--- config.mk ---
export PLATFORM = sky130hd
export DESIGN_NAME = ucode_seq
export DESIGN_NICKNAME = d
export VERILOG_FILES = /design/src/rtl/ucode_pkg.sv /design/src/rtl/ucode_pri_enc.sv /design/src/rtl/ucode_seq.sv
export SDC_FILE = /design/constraint.sdc
export NUM_CORES = 1
export LEC_CHECK = 0
export ABC_AREA = 1
export CAP_MARGIN = 20
export CORE_MARGIN = 2
export CORE_UTILIZATION = 56
export CTS_BUF_LIST = sky130_fd_sc_hd__clkbuf_8
export DETAILED_ROUTE_END_ITERATION = 8
export PLACE_DENSITY = 0.87
export REMOVE_ABC_BUFFERS = 1
export SLEW_MARGIN = 20
export SYNTH_ARGS = -nofsm -noshare
export SYNTH_HDL_FRONTEND = slang
export SYNTH_SLANG_ARGS = --single-unit
--- constraint.sdc ---
create_clock -name clk -period 3.2 [get_ports clk]
set_input_delay 0.48 -clock clk [delete_from_list [all_inputs] [get_ports clk]]
set_output_delay 0.48 -clock clk [all_outputs]
set_load 0.02 [all_outputs]
--- src/rtl/ucode_pkg.sv ---
// Shared definitions for the micro-op sequencer: macro/micro-op opcodes,
// instruction field positions, FSM state encoding and the micro-op layout.
package ucode_pkg;

   localparam int unsigned OPC_W  = 7;
   localparam int unsigned IDX_W  = 4;
   localparam int unsigned OFF_W  = 16;
   localparam int unsigned INSN_W = 32;

   localparam logic [OPC_W-1:0] OP_LDM  = 7'b0101000;
   localparam logic [OPC_W-1:0] OP_STM  = 7'b0101001;
   localparam logic [OPC_W-1:0] UOP_LDR = 7'b0100000;
   localparam logic [OPC_W-1:0] UOP_STR = 7'b0100001;

   // Incoming instruction field positions
   localparam int unsigned IN_OPC_MSB  = 31;
   localparam int unsigned IN_OPC_LSB  = 25;
   localparam int unsigned IN_BASE_MSB = 19;
   localparam int unsigned IN_BASE_LSB = 16;
   localparam int unsigned IN_RL_MSB   = 15;
   localparam int unsigned IN_RL_LSB   = 0;

   typedef enum logic [1:0] {
      S_IDLE   = 2'd0,
      S_EXPAND = 2'd1,
      S_SKIP   = 2'd2
   } state_t;

   // Expanded micro-op: [31:25] opc, [24:21] rd, [20:17] base, [16] 0, [15:0] offset
   typedef struct packed {
      logic [OPC_W-1:0] opc;
      logic [IDX_W-1:0] rd;
      logic [IDX_W-1:0] base;
      logic             zero;
      logic [OFF_W-1:0] off;
   } uop_t;

   function automatic logic is_macro(input logic [OPC_W-1:0] opc);
      return (opc == OP_LDM) || (opc == OP_STM);
   endfunction

endpackage

--- src/rtl/ucode_pri_enc.sv ---
// Lowest-set-bit encoder.
//   vec   : input mask
//   idx   : index of the lowest set bit (0 when vec is empty)
//   found : vec has at least one bit set
//   multi : vec has more than one bit set
module ucode_pri_enc #(
   parameter int unsigned NREGS = 16
) (
   input  logic [NREGS-1:0] vec,
   output logic [3:0]       idx,
   output logic             found,
   output logic             multi
);

   // Scan downward so the lowest set bit is the last to write idx
   always_comb begin
      idx = '0;
      for (int i = NREGS - 1; i >= 0; i--) begin
         if (vec[i]) idx = 4'(i);
      end
   end

   assign found = |vec;
   // Clearing the lowest set bit leaves something only if two or more were set
   assign multi = |(vec & (vec - NREGS'(1)));

endmodule

--- src/rtl/ucode_seq.sv ---
// Micro-code sequencer: passes ordinary instructions through and expands
// LDM/STM register-list macros into one LDR/STR micro-op per listed register.
//   clk, rst        : clock, asynchronous active-low reset
//   instr_in        : instruction from fetch, qualified by in_valid
//   flush           : synchronous abort, highest priority
//   control         : combinational fetch-freeze request
//   uop_out/valid   : registered micro-op to decode
//   busy            : sequencer is not idle
module ucode_seq
   import ucode_pkg::*;
#(
   parameter int unsigned STRIDE = 4,
   parameter int unsigned NREGS  = 16
) (
   input  logic              clk,
   input  logic              rst,
   input  logic [INSN_W-1:0] instr_in,
   input  logic              in_valid,
   input  logic              flush,
   output logic              control,
   output logic [INSN_W-1:0] uop_out,
   output logic              uop_valid,
   output logic              busy
);

   localparam int unsigned KW = $clog2(NREGS + 1);

   state_t            state, state_nxt;
   logic [NREGS-1:0]  mask, mask_nxt;
   logic [KW-1:0]     k, k_nxt;
   logic [IDX_W-1:0]  base_q, base_nxt;
   logic              stm_q, stm_nxt;
   logic [INSN_W-1:0] uop_nxt;
   logic              uop_valid_nxt;

   logic [IDX_W-1:0]  idx;
   logic              found, multi;
   logic [OPC_W-1:0]  in_opc;
   logic [15:0]       in_rl;
   logic              in_macro;
   logic              start;
   logic [OFF_W-1:0]  off;
   uop_t              emit;

   assign in_opc   = instr_in[IN_OPC_MSB:IN_OPC_LSB];
   assign in_rl    = instr_in[IN_RL_MSB:IN_RL_LSB];
   assign in_macro = is_macro(in_opc);
   // An empty register list is treated as a plain bubble, never an expansion
   assign start    = in_valid && in_macro && (in_rl != '0);
   assign off      = 16'(k) * 16'(STRIDE);
   assign busy     = (state != S_IDLE);

   ucode_pri_enc #(.NREGS(NREGS)) u_pri_enc (
      .vec   (mask),
      .idx   (idx),
      .found (found),
      .multi (multi)
   );

   // Micro-op for the lowest remaining register
   always_comb begin
      emit      = '0;
      emit.opc  = stm_q ? UOP_STR : UOP_LDR;
      emit.rd   = idx;
      emit.base = base_q;
      emit.zero = 1'b0;
      emit.off  = off;
   end

   // State register
   always_ff @(posedge clk or negedge rst) begin
      if (!rst) state <= S_IDLE;
      else      state <= state_nxt;
   end

   // Next-state logic; flush overrides everything
   always_comb begin
      state_nxt = state;
      if (flush) begin
         state_nxt = S_IDLE;
      end else begin
         case (state)
            S_IDLE:   if (start) state_nxt = S_EXPAND;
            S_EXPAND: if (!found || !multi) state_nxt = S_SKIP;
            S_SKIP:   state_nxt = S_IDLE;
            default:  state_nxt = S_IDLE;
         endcase
      end
   end

   // Output / datapath next values
   always_comb begin
      mask_nxt      = mask;
      k_nxt         = k;
      base_nxt      = base_q;
      stm_nxt       = stm_q;
      uop_nxt       = uop_out;
      uop_valid_nxt = 1'b0;
      control       = 1'b0;
      if (flush) begin
         mask_nxt = '0;
         k_nxt    = '0;
      end else begin
         case (state)
            S_IDLE: begin
               if (in_valid && !in_macro) begin
                  uop_nxt       = instr_in;
                  uop_valid_nxt = 1'b1;
               end else if (start) begin
                  mask_nxt = NREGS'(in_rl);
                  k_nxt    = '0;
                  base_nxt = instr_in[IN_BASE_MSB:IN_BASE_LSB];
                  stm_nxt  = (in_opc == OP_STM);
                  control  = 1'b1;
               end
            end
            S_EXPAND: begin
               if (found) begin
                  uop_nxt       = emit;
                  uop_valid_nxt = 1'b1;
                  mask_nxt      = mask & ~(NREGS'(1) << idx);
                  k_nxt         = k + KW'(1);
                  // Drop the freeze on the last micro-op so fetch advances
                  control       = multi;
               end
            end
            default: ;
         endcase
      end
      // Freeze request must vanish the moment reset asserts
      if (!rst) control = 1'b0;
   end

   // Datapath registers
   always_ff @(posedge clk or negedge rst) begin
      if (!rst) begin
         uop_out   <= '0;
         uop_valid <= 1'b0;
         mask      <= '0;
         k         <= '0;
         base_q    <= '0;
         stm_q     <= 1'b0;
      end else begin
         uop_out   <= uop_nxt;
         uop_valid <= uop_valid_nxt;
         mask      <= mask_nxt;
         k         <= k_nxt;
         base_q    <= base_nxt;
         stm_q     <= stm_nxt;
      end
   end

endmodule
# [Word-level counts from Yosys, hierarchy flattened]
# Index checks and enable logic that the tools add are counted.
[totals] output_inout_bits=35 regBits=61 input_bits=36 wordCells=87
[op_classes] shifts=1 bitwise=5 mux=44 n_reduce_logical=19 add_sub_neg=2 eq_ne=9
[op_table] cell="$mux W16" n=4
[op_table] cell="$mux W32" n=2
[op_table] cell="$mux W4" n=16
[op_table] cell="$pmux W32 S2" n=1
[op_table] cell="$and A16 B16 Y16" n=2
[op_table] cell="$pmux W16 S2" n=1
[op_table] cell="$reduce_or A16 Y1" n=2
[op_table] cell="$mux W5" n=4
[op_table] cell="$not A16 Y16" n=1
[op_table] cell="$reduce_bool A16 Y1" n=1
[op_table] cell="$shl A1 B4 Y16 const A" n=1
[op_table] cell="$sub A16 B1 Y16 const B" n=1
[op_table] cell="$eq A7 B6 Y1 const B" n=2
[op_table] cell="$ne A3 B3 Y1 const B" n=4
[op_table] cell="$reduce_and A4 Y1" n=3
[op_table] cell="$pmux W5 S2" n=1
[op_table] cell="$mux W1" n=9
[op_table] cell="$mux W2" n=3
[op_table] cell="$add A5 B1 Y5 const B" n=1
[op_table] cell="$ne A2 B2 Y1 const B" n=2
[op_table] cell="$pmux W1 S2" n=2
[op_table] cell="$pmux W2 S2" n=1
[op_table] cell="$reduce_bool A2 Y1" n=2
[op_table] cell="$logic_and A1 B1 Y1" n=3
[op_table] cell="7 further kinds" n=11

# [Longest topological paths before layout]
[logic_depth] depth_word=22 depth_mapped=19 depth_no_buf=19

# [Modules after synthesis]
# Synthesis repeated with hierarchy kept, for this count alone.
[hier_totals] hier_cells=511 hier_area_um2=3622.2
[modules_own_cells] mod="ucode_seq" area_per_inst_um2=3214.3 cells_each=432 instances=1 seq_area_each_um2=1526.5
[modules_own_cells] mod="ucode_pri_enc" area_per_inst_um2=407.9 cells_each=79 instances=1 seq_area_each_um2=0.0

# [Least setup slack after synthesis]
# No wires, ideal clock.
[synth_timing] kind="reg-to-output" startpoint="register mask[1]" endpoint="output port control" path_slack_ns=1.183 t_required_ns=2.720 t_arrival_ns=1.537 path_buffers=0 stages_incl_launch_ff=13 path_cell_list="dfrtp_1 nor2_4 nand2_2 nor2_4 nand2_4 inv_2 nand2_2 o21ai_1 nand2_1 nor2_1 nand4_1 nand2_1 a21boi_1"
[synth_between] elab_chain_cells=7 word_cells_on_any_way=8 classes_between="add/sub (1); mux (4); bitwise (1); reduce/logical (2)"
[synth_lines] element="start: declaration" line_no="ucode_seq.sv:29" rtl="logic [NREGS-1:0] mask, mask_nxt;"
[synth_lines] element="start signal: assignment" line_no="ucode_seq.sv:146" rtl="mask <= mask_nxt;"
[synth_lines] element="$sub A16 B1 Y16" line_no="ucode_pri_enc.sv:25" rtl="assign multi = |(vec & (vec - NREGS'(1)));"
[synth_lines] element="$and A16 B16 Y16" line_no="ucode_pri_enc.sv:25"
[synth_lines] element="$reduce_or A16 Y1" line_no="ucode_pri_enc.sv:25"
[synth_lines] element="$mux W1 (*)" line_no="ucode_seq.sv:118" rtl="if (found) begin"
[synth_lines] element="$pmux W1 S2 (*)" line_no="ucode_seq.sv:104" rtl="case (state)"
[synth_lines] element="$mux W1 (*)" line_no="ucode_seq.sv:100" rtl="if (flush) begin"
[synth_lines] element="$mux W1 (*)" line_no="ucode_seq.sv:131" rtl="if (!rst) control = 1'b0;"
[synth_lines] element="end: declaration" line_no="ucode_seq.sv:20" rtl="output logic control,"
# Mark *: on every way between the ends. The rest lies on a longest branch, timed or not.

# [Worst setup path after layout]
# Ends and elaborated chain as after synthesis.

==> results by group <==
Run status
  • Status: finished, final reports clean

Power and ir drop
  • Seq pwr share: a little over two fifths
  • Pwr dens: 533.5 nW/um^2
  • VDD IR max: 0.2655 mV
  • Switching Power: 669.2 uW
  • Cell leakage power: 0.001898 uW
  • Comb power frac: 24.7%
  • Sw Ratio: 30.80%
  • Clock share of power: 33.4%
  • Final Power: 2173 uW
  • Int Pwr: 1504 uW

Job
  • Max_cap viols: 0

Logic synthesis
  • Synth area leaders: dfrtp_1 49%, nand2_1 12%, o21ai_0 5.9%, nor2_1 4.1%, inv_1 3.8%
  • Post-Synthesis Cells: 383
  • Synth top area share: 48.55%
  • Seq cells post-synth: between 60 and 70
  • Cell Area, Synth: 3144 sq um
  • Seq/Total Area, Yosys: between 40% and 50%
  • Top cells by instance count after synthesis: 98 x nand2_1, 61 x dfrtp_1, 37 x o21ai_0, 34 x nor2_1, 32 x inv_1
  • Synth cell types: 38
  • Most common cell in the netlist: nand2_1
  • Avg Inst Size Synth: 8.210 sq um
  • Post-synth top flop: dfrtp_1
  • Post-synth EDFFs: 0
  • Share of flip-flops with an asynchronous set or reset: 100.0%
  • YS warnings: 0
  • Cell taking the most area after synthesis: dfrtp_1

Die
  • Die width: 78.93 um
  • Initial Utilization: 57.45%
  • Core Footprint: 5473 sq um
  • Cell Rows: 27
  • IO Count: 71
  • Die Area: between 6000 and 7000 sq um
  • DIE HEIGHT: 78.93 um

Global route
  • GRT overflow: 0
  • First-pass GRT wire length: 13,510 um
  • Largest net degree at the start of global routing: 62
  • Initial antenna violation count: 0
  • Gr usage total: about 28%
  • Number of global-route vias before repair: 2,891

Cells and area
  • Diodes inserted: 0
  • Design area: 4073 sq um
  • Fin nets: 490
  • Layout area overhead: 29.53%
  • Final cell count without fillers: 530
  • Share of layout cells above drive strength 1: a little over a tenth
  • Layout filler cell count: 409

CTS
  • CTS max path bufs: 2
  • CTS tree: done
  • CTS root buffer: clkbuf_8
  • Clock-pin slew on the worst setup and hold paths: roughly 70 ps
  • Post-CTS setup buffer count: 0
  • Worst skew pair latency: 340 ps
  • Sinks on the clock net: 61
  • Post-CTS Resized: 0
  • Num CTS Buffers: 9
  • Hold_buf cts: 0
  • Number of H-tree levels: 3

Timing
  • Endpoints failing setup: 0
  • Actual slew at the worst max-slew pin: 755.4 ps
  • TNS Setup: 0 ps
  • Max-slew violation total from the final report: 0
  • Fin crit share: roughly nine tenths
  • RSZ-0062 raised after global routing: no
  • Worst slew margin: between 40% and 50%
  • Fin. Hold Viols: 0
  • Clock skew: about 9.9 ps
  • Max Freq: roughly 350 MHz
  • Tmin final: around 2900 ps
  • Final worst slack: about 330 ps

Route
  • Detail Route Antenna Nets: 0
  • TritonRoute pass-1 iters: 6
  • Residual DRC: 0
  • DR WL/cell: 15.14 um
  • Vias/cell: 5.643
  • Routed WL: 8023 um
  • Initial DRC count: 312
  • Vias: 2,991

Setup path
  • Crit path launch type: flip-flop
  • Worst Setup Path Type: flip-flop to primary output
  • CP Data Required Time: 2720 ps
  • Crit path arrival time: roughly 2400 ps
  • Crit. End Element: primary output
  • Critical path peak fanout: 6

Placed design
  • GP Congestion: 0.9142
  • Dpl ws: 366.6 ps
  • DP Wirelength: 5564 um
  • Post-placement cell area: about 3900 sq um
  • Placed insts: 514
  • Port bufs: 70

Hold path
  • Worst min path class: input pin to asynchronous set/reset pin
-- registers in the layout (all words and copies together) (netlist names) --
signal     cells
state          2
stm_q          1
mask          16
uop_valid      1
k              5
uop_out       32
base_q         4
-- kinds of logic (layout without fill, tap and decap cells) --
group,count (synthesis),after routing,synth area share [%]
flip-flops,61,61,48.55
XOR/XNOR,1,1,0.2786
buffers and inverters,51,126,7.481
multiplexers,4,4,1.432
adder cells (fa/ha/maj),1,1,0.3979
AND/OR/NAND/NOR,179,179,25.98
AO/OA/AOI/OAI,86,86,15.88
-- path summary, 6_finish.rpt --
check | from | end | slack (ps) | cells past startpoint
worst min register to register | uop_out[9] | uop_out[9] | 480 | 2
worst max-delay path | mask[1] | control | 330 | 13
worst max register to register | mask[1] | uop_out[22] | 750 | 10
min in group clk | uop_out[9] | uop_out[9] | 480 | 2
worst min-delay path | rst | k[4] | 340 | 2
max in group asynchronous | rst | mask[8] | 2350 | 2
-- through the flow --
stage               util, %  hold slack, ps
global placement      70.51           462.7
detailed placement    70.51           467.9
CTS                   74.37           378.1
global route          74.42           402.6
floorplan                 -           184.4
finish                74.42           336.0
-- metal layers --
metal | track usage, % | share of wire (%) | up-vias
met5 | 0 | 0 | -
met4 | 10.17 | 2.1 | 0
met3 | 4.545 | 6.0 | 20
met2 | 46.92 | 49 | 122
met1 | 36.97 | 42 | 1436
li1 | - | - | 1413
-- power groups by stage --
stage	logic, uW	registers (uW)	clock network, uW
2_1_floorplan	225	985	0
3_3_place_gp	516	918	0
3_5_place_dp	527	922	0
4_1_cts	534	910	726
5_1_grt	588	921	764
6_report	536	911	726
-- cells in the final DEF (no fill, tap or decap), types with 2 or more instances in the layout --
cell type,instances
clkdlybuf4s50_1,68
nor2_2,4
o31ai_1,4
a31oi_1,11
a22o_1,3
buf_4,3
nand4_1,3
nor2_4,4
inv_2,4
nor3_1,2
nand2_1,98
clkbuf_8,12
o21ai_1,17
nand3_1,18
o22ai_2,3
o21ai_0,36
nor2_1,34
a21oi_1,8
dfrtp_1,61
nor3b_1,2
nand2_2,4
inv_1,33
nor4_1,4
mux2_2,4
-- critical path, stage by stage (launching register included) --
cell	delay, ps
dfrtp_1	420
nor2_4	170
nand2_2	110
nor2_4	130
nand2_4	100
inv_2	80
nand2_2	70
o21ai_1	190
nand2_1	90
nor2_1	150
nand4_1	170
nand2_1	120
a21boi_1	60
dlymetal6s2s_1	210
-- area by class of cell --
| cell class | count | area [sq um] | share of cell area (%) |
|---|---|---|---|
| timing repair buffer | 73 | 720.7 | 17.70 |
| inverter | 37 | 141.4 | 3.472 |
| multi-input combinational | 271 | 1383 | 33.95 |
| tap | 72 | 90.09 | 2.212 |
| clock inverter | 4 | 46.29 | 1.137 |
| clock buffer | 12 | 165.2 | 4.055 |
| sequential | 61 | 1526 | 37.48 |
Note: power is estimated with default switching activity, not from simulation.
==> variant 1, RTL diff (same settings) <==
Reset style: synchronous (`rst`), changed in 2 clocked blocks. Comments in the files are not updated.
--- a/src/rtl/ucode_seq.sv
+++ b/src/rtl/ucode_seq.sv
@@ -69,5 +69,5 @@
 
    // State register
-   always_ff @(posedge clk or negedge rst) begin
+   always_ff @(posedge clk) begin
       if (!rst) state <= S_IDLE;
       else      state <= state_nxt;
@@ -133,5 +133,5 @@
 
    // Datapath registers
-   always_ff @(posedge clk or negedge rst) begin
+   always_ff @(posedge clk) begin
       if (!rst) begin
          uop_out   <= '0;
Behaviour: differs if rst is asserted again (counterexample within 4 cycles, from zero or initial values and one cycle with rst low); with rst held inactive, the same outputs for 4 cycles.
==> variant 1 against the unedited design <==
Setup slack better by 0.094 ns; sequential cell count stayed put; cell area shrank 2.7%; routed wire length grew 3.5%; cell count is 6.2% higher; first-iteration DRC count down 26%; area after synthesis down 3.7%; highest routed layer unchanged; register-to-register slack improved by 0.36 ns; largest cell class is now multi-input gates.
Power is not compared: it rests on default switching activity, and its combinational part moved more than twofold at a synthesized area within 25%.
==> variant 1: results (changes against the unedited design) <==
status=complete, no violations; crit-path leading delay family=simple AND/OR/NAND/NOR gates; wire length of the first global-routing pass=13,480 um (-0.26%); Pleak=1.618 nW; worst hold path class=flop to flop; library cells used by synthesis=34 (-11%); met3 Use GR=5.698% (+1.2 points); CTS H-tree depth=3 (unchanged); GRT met1 Usage=35.32% (-1.7 points); crit path max fanout=5 (-1); routed len/inst=14.75 um (-2.6%); Final min period=2.774 ns (-0.09376 ns); critical path endpoint=control; worst setup path start=mask[7]; crit path DAT=2.29 ns (-0.10 ns); GRT Total Usage=28.35% (+0.37 points); XOR/XNOR Fraction of Synth Area=0.8674% (+0.59 points); Placed Cells=547 (+6.4%); Reg2Reg Setup Slack=1.11 ns (+0.36 ns); GPL Wtd Cong=0.9237 (+1.0%); Synth async-reset ratio=0% (-100 points); grt met2 use=47.30% (+0.38 points); WL met2=4031 um (+1.6%); Via density=5.600 (-0.76%); Gate Count Post-Synth=418 (+9.1%); Hold Path End=uop_out[29]; pin count of the biggest net entering global routing=39 (-37%); Finished Layout Cells=563 (+6.2%); synth top area cells=dfxtp_1, nand2_1, a21oi_1, o21ai_0, nand3_1; initial antenna violation count=0 (unchanged); Synth Area in Adders=0.4131% (+0.015 points); Pre-Repair DR Iteration Count=5 (-1); Max Clock Skew=0.003471 ns (-0.006440 ns); mux contribution to synthesized area=0% (-1.4 points); drt drc=0 (unchanged); wl on met1=3559 um (+4.4%); Reg2Reg Depth=11 (+1); fraction of layout cells with a size suffix above 1=11.76% (+0.85 points); fin nets=525 (+7.1%); Critical R2R Launch=mask[8]; Seq pwr share=between 40% and 50%; relative max-transition margin=64.69% (+15 points); Hold Path Depth=2; Compound-Gate Fraction of Synth Area=21.69% (+5.8 points); worst vdd rail ir drop=approximately 0.37 mV; pre-CTS setup slack=0.3736 ns (+0.006958 ns); slowest stage delay, CP=0.33 ns (-0.09 ns); Met3 Wirelength=521 um (+8.5%); ANT cells=0 (unchanged); root buf cell=clkbuf_8; register area share after synthesis=40.31% (-8.2 points); largest family of logic cells by synthesized area=simple AND/OR/NAND/NOR gates; Slowest-stage cell, CP=nor4_1; synth cell count leaders=nand2_1, dfxtp_1, a21oi_1, o21ai_0, inv_1; vias in the first global route=2,934 (+1.5%); Num CTS Buffers=9 (unchanged); r2r endpoint=k[2]; initial DRC count=230 (-26%); Detailed Place HPWL=5826 um (+4.7%)
==> variant 1: metrics by stage <==
| step | hold WS (ns) | instance area, um2 | util (%) |
|---|---|---|---|
| 6_report | 0.4664 | 3963 | 76.61 |
| 5_1_grt | 0.4887 | 3963 | 76.61 |
| 4_1_cts | 0.4697 | 3960 | 76.56 |
| 3_5_place_dp | 0.4563 | 3767 | 72.84 |
| 3_3_place_gp | 0.4502 | 3767 | 72.84 |
| 2_1_floorplan | 0.4549 | 2897 | - |
==> variant 1: repair_timing <==
action / in CTS / in global routing
hold endpoints to repair: 0 / 0
resized for setup: 0 / 1
setup endpoints to repair: 0 / 1
hold buffers: 0 / 0
==> variant 1: final cells by class <==
class,instances,area [um2]
fillers,388,1210
multi-input cells,296,1514
flip-flops and latches,61,1221
inverters,41,163.9
clock inverters,6,55.05
repair buffers,79,783.3
well taps,70,87.58
clock buffers,10,137.6
==> variant 2, RTL diff (same flow settings) <==
Without the edit above. Re-encode `state_t` (3 states) as one-hot, 3 bits wide.
--- a/src/rtl/ucode_pkg.sv
+++ b/src/rtl/ucode_pkg.sv
@@ -21,8 +21,8 @@
    localparam int unsigned IN_RL_LSB   = 0;
 
-   typedef enum logic [1:0] {
-      S_IDLE   = 2'd0,
-      S_EXPAND = 2'd1,
-      S_SKIP   = 2'd2
+   typedef enum logic [2:0] {
+      S_IDLE   = 3'b001,
+      S_EXPAND = 3'b010,
+      S_SKIP   = 3'b100
    } state_t;
 
Behaviour: same outputs for any inputs over 4 cycles, from zero or initial values and one cycle with rst low; so few cycles prove little.
==> variant 2 against the unedited design <==
Sequential cell count grew 1; cell area grew 5.5%; total power grew 8.5%; hold slack gained 0.057 ns; count of clock-buffer cells in the layout shrank 1; sequential power grew 5.5%; routed wire length grew 4.2%; area after synthesis grew 6.3%; setup slack gained 0.12 ns; combinational power grew 30%; critical path type unchanged.
==> variant 2: results (changes against the unedited design) <==
root buf cell=clkbuf_8; synth warn=0 (unchanged); status=complete, no violations; Via density=5.473 (-3.0%); pre-CTS setup slack=0.2467 ns (-0.1199 ns); Reg2Reg Setup Slack=1.01 ns (+0.26 ns); synthesized area per cell=8.072 um2 (-1.7%); crit path DAT=2.27 ns (-0.12 ns); Pre-Repair DR Iteration Count=5 (-1); wire length of the first global-routing pass=13,480 um (-0.21%); synth cell count leaders=nand2_1, dfrtp_1, nor2_1, inv_1, o21ai_0; maximum clock insertion buffer count=2 (unchanged); register area share after synthesis=46.46% (-2.1 points); fin nets=523 (+6.7%); slowest stage delay, CP=0.40 ns (-0.02 ns); Clock Latency Late Sink=0.34 ns (about the same); CTS H-tree depth=3 (unchanged); Detailed Place HPWL=5828 um (+4.8%); Hold Slack=0.3925 ns (+0.05657 ns); Post-DP Area=0.004094 mm2 (+6.1%); Placed Cells=550 (+7.0%); GRT Total Usage=26.67% (-1.3 points); IO buf count=70 (unchanged); Post-CTS Setup Bufs=0 (unchanged); GPL Wtd Cong=0.8768 (-4.1%); drt total wl=8358 um (+4.2%); synth top area cells=dfrtp_1, nand2_1, o21ai_0, nor2_1, nand3_1; fraction of layout cells with a size suffix above 1=17.31% (+6.4 points); initial antenna violation count=0 (unchanged); r2r endpoint=mask[0]; Num CTS Buffers=9 (unchanged); pin count of the biggest net entering global routing=63 (+1.6%); Reg2Reg Depth=10 (unchanged); routed len/inst=14.77 um (-2.5%); worst hold path class=input port to asynchronous set/reset pin; Synth async-reset ratio=100.0% (unchanged); Slowest-stage cell, CP=dfrtp_1; crit-path leading delay family=simple AND/OR/NAND/NOR gates; Max Clock Skew=0.006565 ns (-0.003346 ns); Pleak=2.003 nW (+5.5%); ANT cells=0 (unchanged); Critical R2R Launch=state[0]; worst setup path start=mask[1]; library cells used by synthesis=40 (+5.3%); worst vdd rail ir drop=0.3330 mV (+25%); top_reg_cell synth=dfrtp_1; relative max-transition margin=48.26% (-1.4 points); biggest registers after layout=uop_out: 32 flops, mask: 16 flops, k: 5 flops; initial DRC count=310 (-0.64%); CTS resizes=0 (unchanged); vias in the first global route=2,822 (-2.4%); crit path max fanout=5 (-1); Reg clk slew, reported paths=0.07 ns (about the same)
-- variant 2: cell count changes after synthesis, moves of 5 or more --
| cell | change |
|---|---|
| nand2_1 | +17 |
| o21ai_1 | -5 |
| buf_2 | +5 |
| inv_2 | +7 |
| nand2_2 | +8 |
| nand3_2 | +5 |
| o21ai_2 | +10 |
| inv_1 | -6 |
| o21ai_0 | -11 |
-- variant 2: worst max-delay path by stage --
stage | to | slack [ns] | cells past startpoint
after global routing | control | 0.27 | 13
final | control | 0.45 | 13
after floorplan | k[4] | 0.51 | 8
after global placement | control | 0.26 | 10
after detailed placement | control | 0.25 | 10
after CTS | control | 0.14 | 13
-- variant 2: cell families after synthesis --
family,count (synthesis),synth area share (%)
mux,1,0.4491
flops,62,46.46
xor+xnor,1,0.2621
compound gates,78,14.00
simple gates,216,30.77
buf+inv,55,7.675
fa+ha+maj,1,0.3743
-- variant 2: final cells by class --
type / instances / area [um2]
multi-input combinational: 297 / 1533
timing repair buffer: 79 / 778.2
clock buffer: 11 / 151.4
tap: 75 / 93.84
sequential: 62 / 1553
clock inverter: 5 / 50.05
inverter: 37 / 138.9
fill: 427 / 1553
-- variant 2: where the power goes --
part | switching (mW) | internal (mW) | leakage (nW)
combinational | 0.401 | 0.296 | 1.12
clock | 0.303 | 0.395 | 0.108
sequential | 0.0694 | 0.892 | 0.777
total | 0.774 | 1.58 | 2.00
-- variant 2: metal layers --
layer | track usage (%) | wire [um] | vias to the layer above
li1 | - | - | 1500
met1 | 38.24 | 3691 | 1459
met2 | 41.07 | 4024 | 121
met3 | 4.667 | 495 | 18
met4 | 8.644 | 147 | 0
met5 | 0 | 0 | -
